===== src/rtl/mlb_result_unpacker.sv =====
// -----------------------------------------------------------------------------
// mlb_result_unpacker
//
// Purpose:
//   Splits the packed product word of the configurable multiplier into 1, 2 or
//   4 lanes, extends each lane to ACC_W bits and accumulates it into a per-lane
//   accumulator over a group of beats. When the last beat of a group has been
//   accepted, the per-lane sums are streamed out one lane per output handshake,
//   lane 0 first.
//
// Parameters:
//   C_W    width of the packed product word (lanes are taken from bits [15:0])
//   ACC_W  per-lane accumulator / output width (16..48)
//
// Configuration macro:
//   MLB_UNPACK_SATURATE_EN  when defined, accumulators saturate to the signed or
//                           unsigned ACC_W-bit range (per latched sign) instead
//                           of wrapping modulo 2^ACC_W.
//
// Ports:
//   clk        clock, all state changes on the rising edge
//   reset      synchronous active-high reset
//   in_c       packed product word
//   in_mode    0: one 16-bit lane, 1: two 8-bit lanes, 2: four 4-bit lanes,
//              3: treated as 0
//   in_signed  lanes are two's complement (1) or unsigned (0)
//   in_valid   input beat valid
//   in_last    final beat of an accumulation group
//   in_ready   block accepts an input beat this cycle
//   out_data   accumulated sum of lane out_lane
//   out_lane   lane index of out_data
//   out_last   final lane of the group
//   out_valid  output beat valid
//   out_ready  downstream accepts the output beat
// -----------------------------------------------------------------------------
module mlb_result_unpacker #(
    parameter int C_W   = 16,
    parameter int ACC_W = 24
) (
    input  logic             clk,
    input  logic             reset,
    input  logic [C_W-1:0]   in_c,
    input  logic [1:0]       in_mode,
    input  logic             in_signed,
    input  logic             in_valid,
    input  logic             in_last,
    output logic             in_ready,
    output logic [ACC_W-1:0] out_data,
    output logic [1:0]       out_lane,
    output logic             out_last,
    output logic             out_valid,
    input  logic             out_ready
);

    typedef enum logic {
        ACCUM = 1'b0,
        DRAIN = 1'b1
    } state_t;

    state_t           r_state;
    state_t           w_state_nxt;

    logic [ACC_W-1:0] r_acc [4];
    logic [1:0]       r_mode;     // latched (normalised) mode of current group
    logic             r_signed;   // latched sign of current group
    logic             r_open;     // a group has started (mode/sign latched)
    logic [1:0]       r_lane;     // lane index being drained

    logic [15:0]      w_c16;
    logic [1:0]       w_mode_in;
    logic [1:0]       w_mode;
    logic             w_sgn;
    logic [ACC_W-1:0] w_lane_val [4];
    logic [1:0]       w_last_idx;
    logic             w_is_last;
    logic             w_in_fire;
    logic             w_out_fire;

    // -------------------------------------------------------------------------
    // Lane extension helpers
    // -------------------------------------------------------------------------
    function automatic logic [ACC_W-1:0] ext4(input logic [3:0] v, input logic s);
        ext4 = s ? ACC_W'($signed(v)) : ACC_W'(v);
    endfunction

    function automatic logic [ACC_W-1:0] ext8(input logic [7:0] v, input logic s);
        ext8 = s ? ACC_W'($signed(v)) : ACC_W'(v);
    endfunction

    function automatic logic [ACC_W-1:0] ext16(input logic [15:0] v, input logic s);
        ext16 = s ? ACC_W'($signed(v)) : ACC_W'(v);
    endfunction

    // -------------------------------------------------------------------------
    // Accumulator update
    // -------------------------------------------------------------------------
`ifdef MLB_UNPACK_SATURATE_EN
    function automatic logic [ACC_W-1:0] acc_add(input logic [ACC_W-1:0] a,
                                                 input logic [ACC_W-1:0] b,
                                                 input logic s);
        logic [ACC_W:0] sum;
        if (s) begin
            sum = {a[ACC_W-1], a} + {b[ACC_W-1], b};
            // Overflow when the extra sign bit disagrees with the MSB.
            if (sum[ACC_W] != sum[ACC_W-1])
                acc_add = sum[ACC_W] ? {1'b1, {(ACC_W-1){1'b0}}}
                                     : {1'b0, {(ACC_W-1){1'b1}}};
            else
                acc_add = sum[ACC_W-1:0];
        end else begin
            sum = {1'b0, a} + {1'b0, b};
            acc_add = sum[ACC_W] ? {ACC_W{1'b1}} : sum[ACC_W-1:0];
        end
    endfunction
`else
    function automatic logic [ACC_W-1:0] acc_add(input logic [ACC_W-1:0] a,
                                                 input logic [ACC_W-1:0] b);
        acc_add = a + b;
    endfunction
`endif

    // -------------------------------------------------------------------------
    // Lane split
    // -------------------------------------------------------------------------
    assign w_c16     = in_c[15:0];
    assign w_mode_in = (in_mode == 2'd3) ? 2'd0 : in_mode;
    // The first beat of a group uses its own mode/sign; later beats use the
    // values latched from that first beat.
    assign w_mode    = r_open ? r_mode   : w_mode_in;
    assign w_sgn     = r_open ? r_signed : in_signed;

    always_comb begin
        for (int k = 0; k < 4; k++) w_lane_val[k] = '0;
        case (w_mode)
            2'd1: begin
                w_lane_val[0] = ext8(w_c16[7:0],  w_sgn);
                w_lane_val[1] = ext8(w_c16[15:8], w_sgn);
            end
            2'd2: begin
                w_lane_val[0] = ext4(w_c16[3:0],   w_sgn);
                w_lane_val[1] = ext4(w_c16[7:4],   w_sgn);
                w_lane_val[2] = ext4(w_c16[11:8],  w_sgn);
                w_lane_val[3] = ext4(w_c16[15:12], w_sgn);
            end
            default: begin
                w_lane_val[0] = ext16(w_c16, w_sgn);
            end
        endcase
    end

    always_comb begin
        case (r_mode)
            2'd1:    w_last_idx = 2'd1;
            2'd2:    w_last_idx = 2'd3;
            default: w_last_idx = 2'd0;
        endcase
    end

    assign w_is_last = (r_lane == w_last_idx);

    // -------------------------------------------------------------------------
    // Control FSM
    // -------------------------------------------------------------------------
    always_ff @(posedge clk) begin
        if (reset)
            r_state <= ACCUM;
        else
            r_state <= w_state_nxt;
    end

    always_comb begin
        w_state_nxt = r_state;
        in_ready    = 1'b0;
        out_valid   = 1'b0;
        case (r_state)
            ACCUM: begin
                in_ready = !reset;
                if (in_valid && in_last)
                    w_state_nxt = DRAIN;
            end
            DRAIN: begin
                out_valid = !reset;
                if (out_ready && w_is_last)
                    w_state_nxt = ACCUM;
            end
            default: w_state_nxt = ACCUM;
        endcase
    end

    assign w_in_fire  = in_valid  && in_ready;
    assign w_out_fire = out_valid && out_ready;

    // -------------------------------------------------------------------------
    // Accumulators, latched group attributes and drain lane index
    // -------------------------------------------------------------------------
    always_ff @(posedge clk) begin
        if (reset) begin
            for (int k = 0; k < 4; k++) r_acc[k] <= '0;
            r_mode   <= 2'd0;
            r_signed <= 1'b0;
            r_open   <= 1'b0;
            r_lane   <= 2'd0;
        end else begin
            if (w_in_fire) begin
                for (int k = 0; k < 4; k++) begin
`ifdef MLB_UNPACK_SATURATE_EN
                    r_acc[k] <= acc_add(r_acc[k], w_lane_val[k], w_sgn);
`else
                    r_acc[k] <= acc_add(r_acc[k], w_lane_val[k]);
`endif
                end
                if (!r_open) begin
                    r_mode   <= w_mode_in;
                    r_signed <= in_signed;
                end
                // Closing the group here lets the next group latch afresh,
                // while r_mode stays valid for the drain in between.
                r_open <= !in_last;
            end
            if (w_out_fire) begin
                if (w_is_last) begin
                    for (int k = 0; k < 4; k++) r_acc[k] <= '0;
                    r_lane <= 2'd0;
                    r_open <= 1'b0;
                end else begin
                    r_lane <= r_lane + 2'd1;
                end
            end
        end
    end

    // Outputs are forced to zero whenever no output beat is offered.
    assign out_data = out_valid ? r_acc[r_lane] : '0;
    assign out_lane = out_valid ? r_lane        : 2'd0;
    assign out_last = out_valid && w_is_last;

endmodule


===== config.mk =====
export PLATFORM = sky130hd
export DESIGN_NAME = mlb_result_unpacker
export DESIGN_NICKNAME = d
export VERILOG_FILES = /design/src/rtl/mlb_result_unpacker.sv
export SDC_FILE = /design/constraint.sdc
export NUM_CORES = 1
export LEC_CHECK = 0
export ABC_CLOCK_PERIOD_IN_PS = 8580
export BUFFER_PORTS_ARGS = -buffer_cell sky130_fd_sc_hd__buf_2
export CAP_MARGIN = 0
export CORE_UTILIZATION = 60
export CTS_BUF_LIST = sky130_fd_sc_hd__clkbuf_4 sky130_fd_sc_hd__clkbuf_8
export DETAILED_ROUTE_END_ITERATION = 7
export PLACE_DENSITY_LB_ADDON = 0.08
export SLEW_MARGIN = 20
export SYNTH_ARGS = -nofsm -noshare
export SYNTH_HDL_FRONTEND = slang
export SYNTH_SLANG_ARGS = --single-unit

===== constraint.sdc =====
create_clock -name clk -period 8.58 [get_ports clk]
set_input_delay 1.287 -clock clk [delete_from_list [all_inputs] [get_ports clk]]
set_output_delay 1.287 -clock clk [all_outputs]
set_load 0.03 [all_outputs]

==> summary.txt <==
Power
  – Net Sw Frac: 0.386
  – Cell Pwr Density: 155 nW/um2
  – Comb power frac: 0.364
  – Sequential power share: 0.434
  – Tot Pwr: 1.50 mW
  – Peak VDD IR: 0.117 mV
  – Clock power share: 0.201
  – NetSw: 0.581 mW
  – Pint: 0.924 mW
  – Leakage: 4.39 nW

Drt
  – DRT iter0 DRCs: 537
  – WL/cell: 18.3 um
  – Vias: 7949
  – Routed wl met3: 1770 um
  – Drt total wl: 23300 um
  – WL met2: 10300 um
  – Max Used Layer: met4
  – Met1 WL: 10900 um
  – Iteration count of the initial detailed-routing pass: 7
  – # DRC: 1
  – Avg Vias per Cell: 6.22
  – Routed Antenna Nets: 0

GRT
  – Vias in the first global route: 7358
  – First-pass GRT wire length: 37600 um
  – Largest net degree at the start of global routing: 80
  – Total track usage: 0.304
  – GRT Residual Overflow: 0
  – Initial antenna violation count: 0

Clock network
  – Postcts setup bufs: 0
  – # hold bufs at CTS: 0
  – Max Root-Sink Buffers: 2
  – CTS Sinks: 105
  – CTS buffer count: 9
  – Clock-pin transition on the worst setup and hold timing paths: 100 ps
  – Worst-Skew Late Latency: 400 ps
  – CTS tree: done
  – Root Buffer: clkbuf_8
  – CTS resizes: 0
  – H-tree depth: 3

Finish
  – Diode count: 0
  – Layout cells sized above 1: 0.104
  – Most frequent cells in the layout: 101 x nor2_1, 99 x ha_1, 85 x nand2_1
  – NumNets Final: 1215
  – P&R area growth vs syn: 6.14%
  – Commonest non-fill, non-tap cell in the layout: nor2_1

Die
  – I/O Pins: 53
  – Die W: 126 um
  – Initial Utilization: 0.624
  – Die height: 126 um
  – Full die area: 15800 um2
  – Row Count: 44
  – Core area: 14700 um2

Synth
  – Seq/Total Area, Yosys: 0.282
  – Post-synthesis register bit count: 105
  – Yosys cell types: 70
  – Yosys warnings: 0
  – Ys flop type: dfxtp_1
  – Post-synth EDFFs: 48
  – Synth Net Count: 1189
  – Post-Syn Instances: 1062
  – Synthesized area: 9170 um2
  – Syn_area_per_cell: 8.64 um2
  – FFs w/ async S/R, synth: 0

Timing
  – Clock skew: 14.2 ps
  – Worst-Margin Slew: 1040 ps
  – Crit share post-route: 0.603
  – RSZ-0062 raised after global routing: false
  – Maximum clock rate: 193 MHz
  – Final min period: 5170 ps
  – Final Hold Fails: 0
  – Slew Limit Headroom: 0.308
  – Slew Viols, Final: 0
  – # setup viols final: 0
  – Setup TNS: 0 ps

Run
  – Max_cap viols: 0

Critical path
  – Crit path max fanout: 16
  – CP arrival: 5290 ps
  – WP data required: 8700 ps
  – CP endpoint kind: flip-flop
  – Worst path cell trace: buf_2, nor3b_1, a21oi_1, ha_1, nor2b_1, nand2_1, a21oi_1, and2b_1, ha_1, a21oi_1, o221ai_1, a21o_1, a21oi_1, a31oi_1, nand3b_1, a31oi_1, xor2_1, nor2_1
  – Crit path top cell by count: a21oi_1
  – Worst path bufs/invs: 1
  – CP max-delay cell: and2b_1
  – CP Class: in -> reg
  – Max incr delay on CP: 550 ps
  – CP Launch Type: input pin
  – Crit-path leading delay family: compound AO/OA/AOI/OAI gates

Status
  – Failing checks: design-rule violations
  – Outcome: finished with violations

Placement
  – GPL Wtd Cong: 0.949
  – HPWL Detailed: 18100 um
  – Port Buffers: 52

Min path
  – Min-delay worst type: reg -> reg
[kinds of logic (layout without fill, tap and decap cells)]
family,count (synthesis),after routing,share of synthesized area
compound gates,328,328,0.230
mux,26,26,0.0611
buf+inv,85,116,0.0351
simple gates,335,335,0.172
xor+xnor,80,80,0.0764
fa+ha+maj,103,103,0.144
flops,105,105,0.282
[metal layers]
layer | vias up | track usage
li1 | 3952 | -
met1 | 3745 | 0.423
met2 | 223 | 0.471
met3 | 29 | 0.0803
met4 | 0 | 0.0768
met5 | - | 0
[state kept, by name (all words and copies together), names as in the netlist, named ones only]
signal    cells
r_signed      1
r_state       1
r_acc        96
r_open        1
r_mode        2
r_lane        2
[cell usage after synthesis, drive strengths merged, types with 4 or more instances]
cell      n  area share
a21oi    81       0.045
dfxtp    57        0.12
o21bai   13       0.011
nand2    86       0.035
o31ai     7      0.0057
a31o      5      0.0048
nor3     20       0.011
nand2b    6      0.0041
nor2b    14      0.0095
o21a      8      0.0065
o211ai    5      0.0046
nand3b    4      0.0033
xor2     44       0.042
and2     39       0.027
buf       8      0.0035
nand3    35       0.019
fa        4      0.0087
a31oi    15       0.010
nand4     7      0.0048
xnor2    36       0.034
clkbuf   34       0.014
ha       99        0.14
nor2    102       0.042
and3     10      0.0068
a22oi     7      0.0057
a21o     48       0.040
a211oi   10      0.0087
o21ai    97       0.055
inv      42       0.017
mux4     24       0.059
edfxtp   48        0.16
[area by class of cell]
| type | instances | area, um2 |
|---|---|---|
| clock buffer | 9 | 124 |
| clock inverter | 7 | 55.1 |
| fill | 1294 | 4960 |
| inverter | 43 | 161 |
| multi-input combinational | 872 | 6290 |
| sequential | 105 | 2580 |
| tap | 184 | 230 |
| timing repair buffer | 57 | 298 |
[worst register-to-register path: stages (launching register included)]
cell,delay [ps]
dfxtp_1,460
nor3b_1,80
a21oi_1,210
ha_1,420
nor2b_1,310
nand2_1,150
a21oi_1,180
and2b_1,550
ha_1,400
a21oi_1,260
o221ai_1,160
a21o_1,190
a21oi_1,200
a31oi_1,150
nand3b_1,170
a31oi_1,200
xor2_1,170
nor2_1,60
[final timing paths]
check                                  from      endpoint  slack (ps)  cells past startpoint
worst max-delay path             in_mode[0]  r_acc[1][22]        3410                     18
worst min-delay path            r_acc[3][7]   r_acc[3][7]         490                      2
worst max register to register       r_open  r_acc[1][22]        3970                     17
worst min register to register  r_acc[3][7]   r_acc[3][7]         490                      2
[power groups by stage]
| stage | sequential, mW | combinational, mW | clock, mW |
|---|---|---|---|
| final | 0.654 | 0.548 | 0.303 |
| after global routing | 0.659 | 0.609 | 0.328 |
| after CTS | 0.650 | 0.543 | 0.308 |
| after detailed placement | 0.661 | 0.539 | 0 |
| after global placement | 0.659 | 0.532 | 0 |
| after floorplan | 0.625 | 0.432 | 0 |
[metrics by stage]
step / setup slack [ps] / hold WS (ps) / area [um2] / std cells / util
floorplan: 3900 / 440 / 9170 / 1062 / -
global placement: 3200 / 460 / 9560 / 1261 / 0.650
detailed placement: 3090 / 476 / 9560 / 1261 / 0.650
CTS: 3520 / 491 / 9740 / 1277 / 0.662
global route: 3030 / 513 / 9740 / 1277 / 0.662
finish: 3410 / 494 / 9740 / 1277 / 0.662
(Power assumes the default switching activity.)
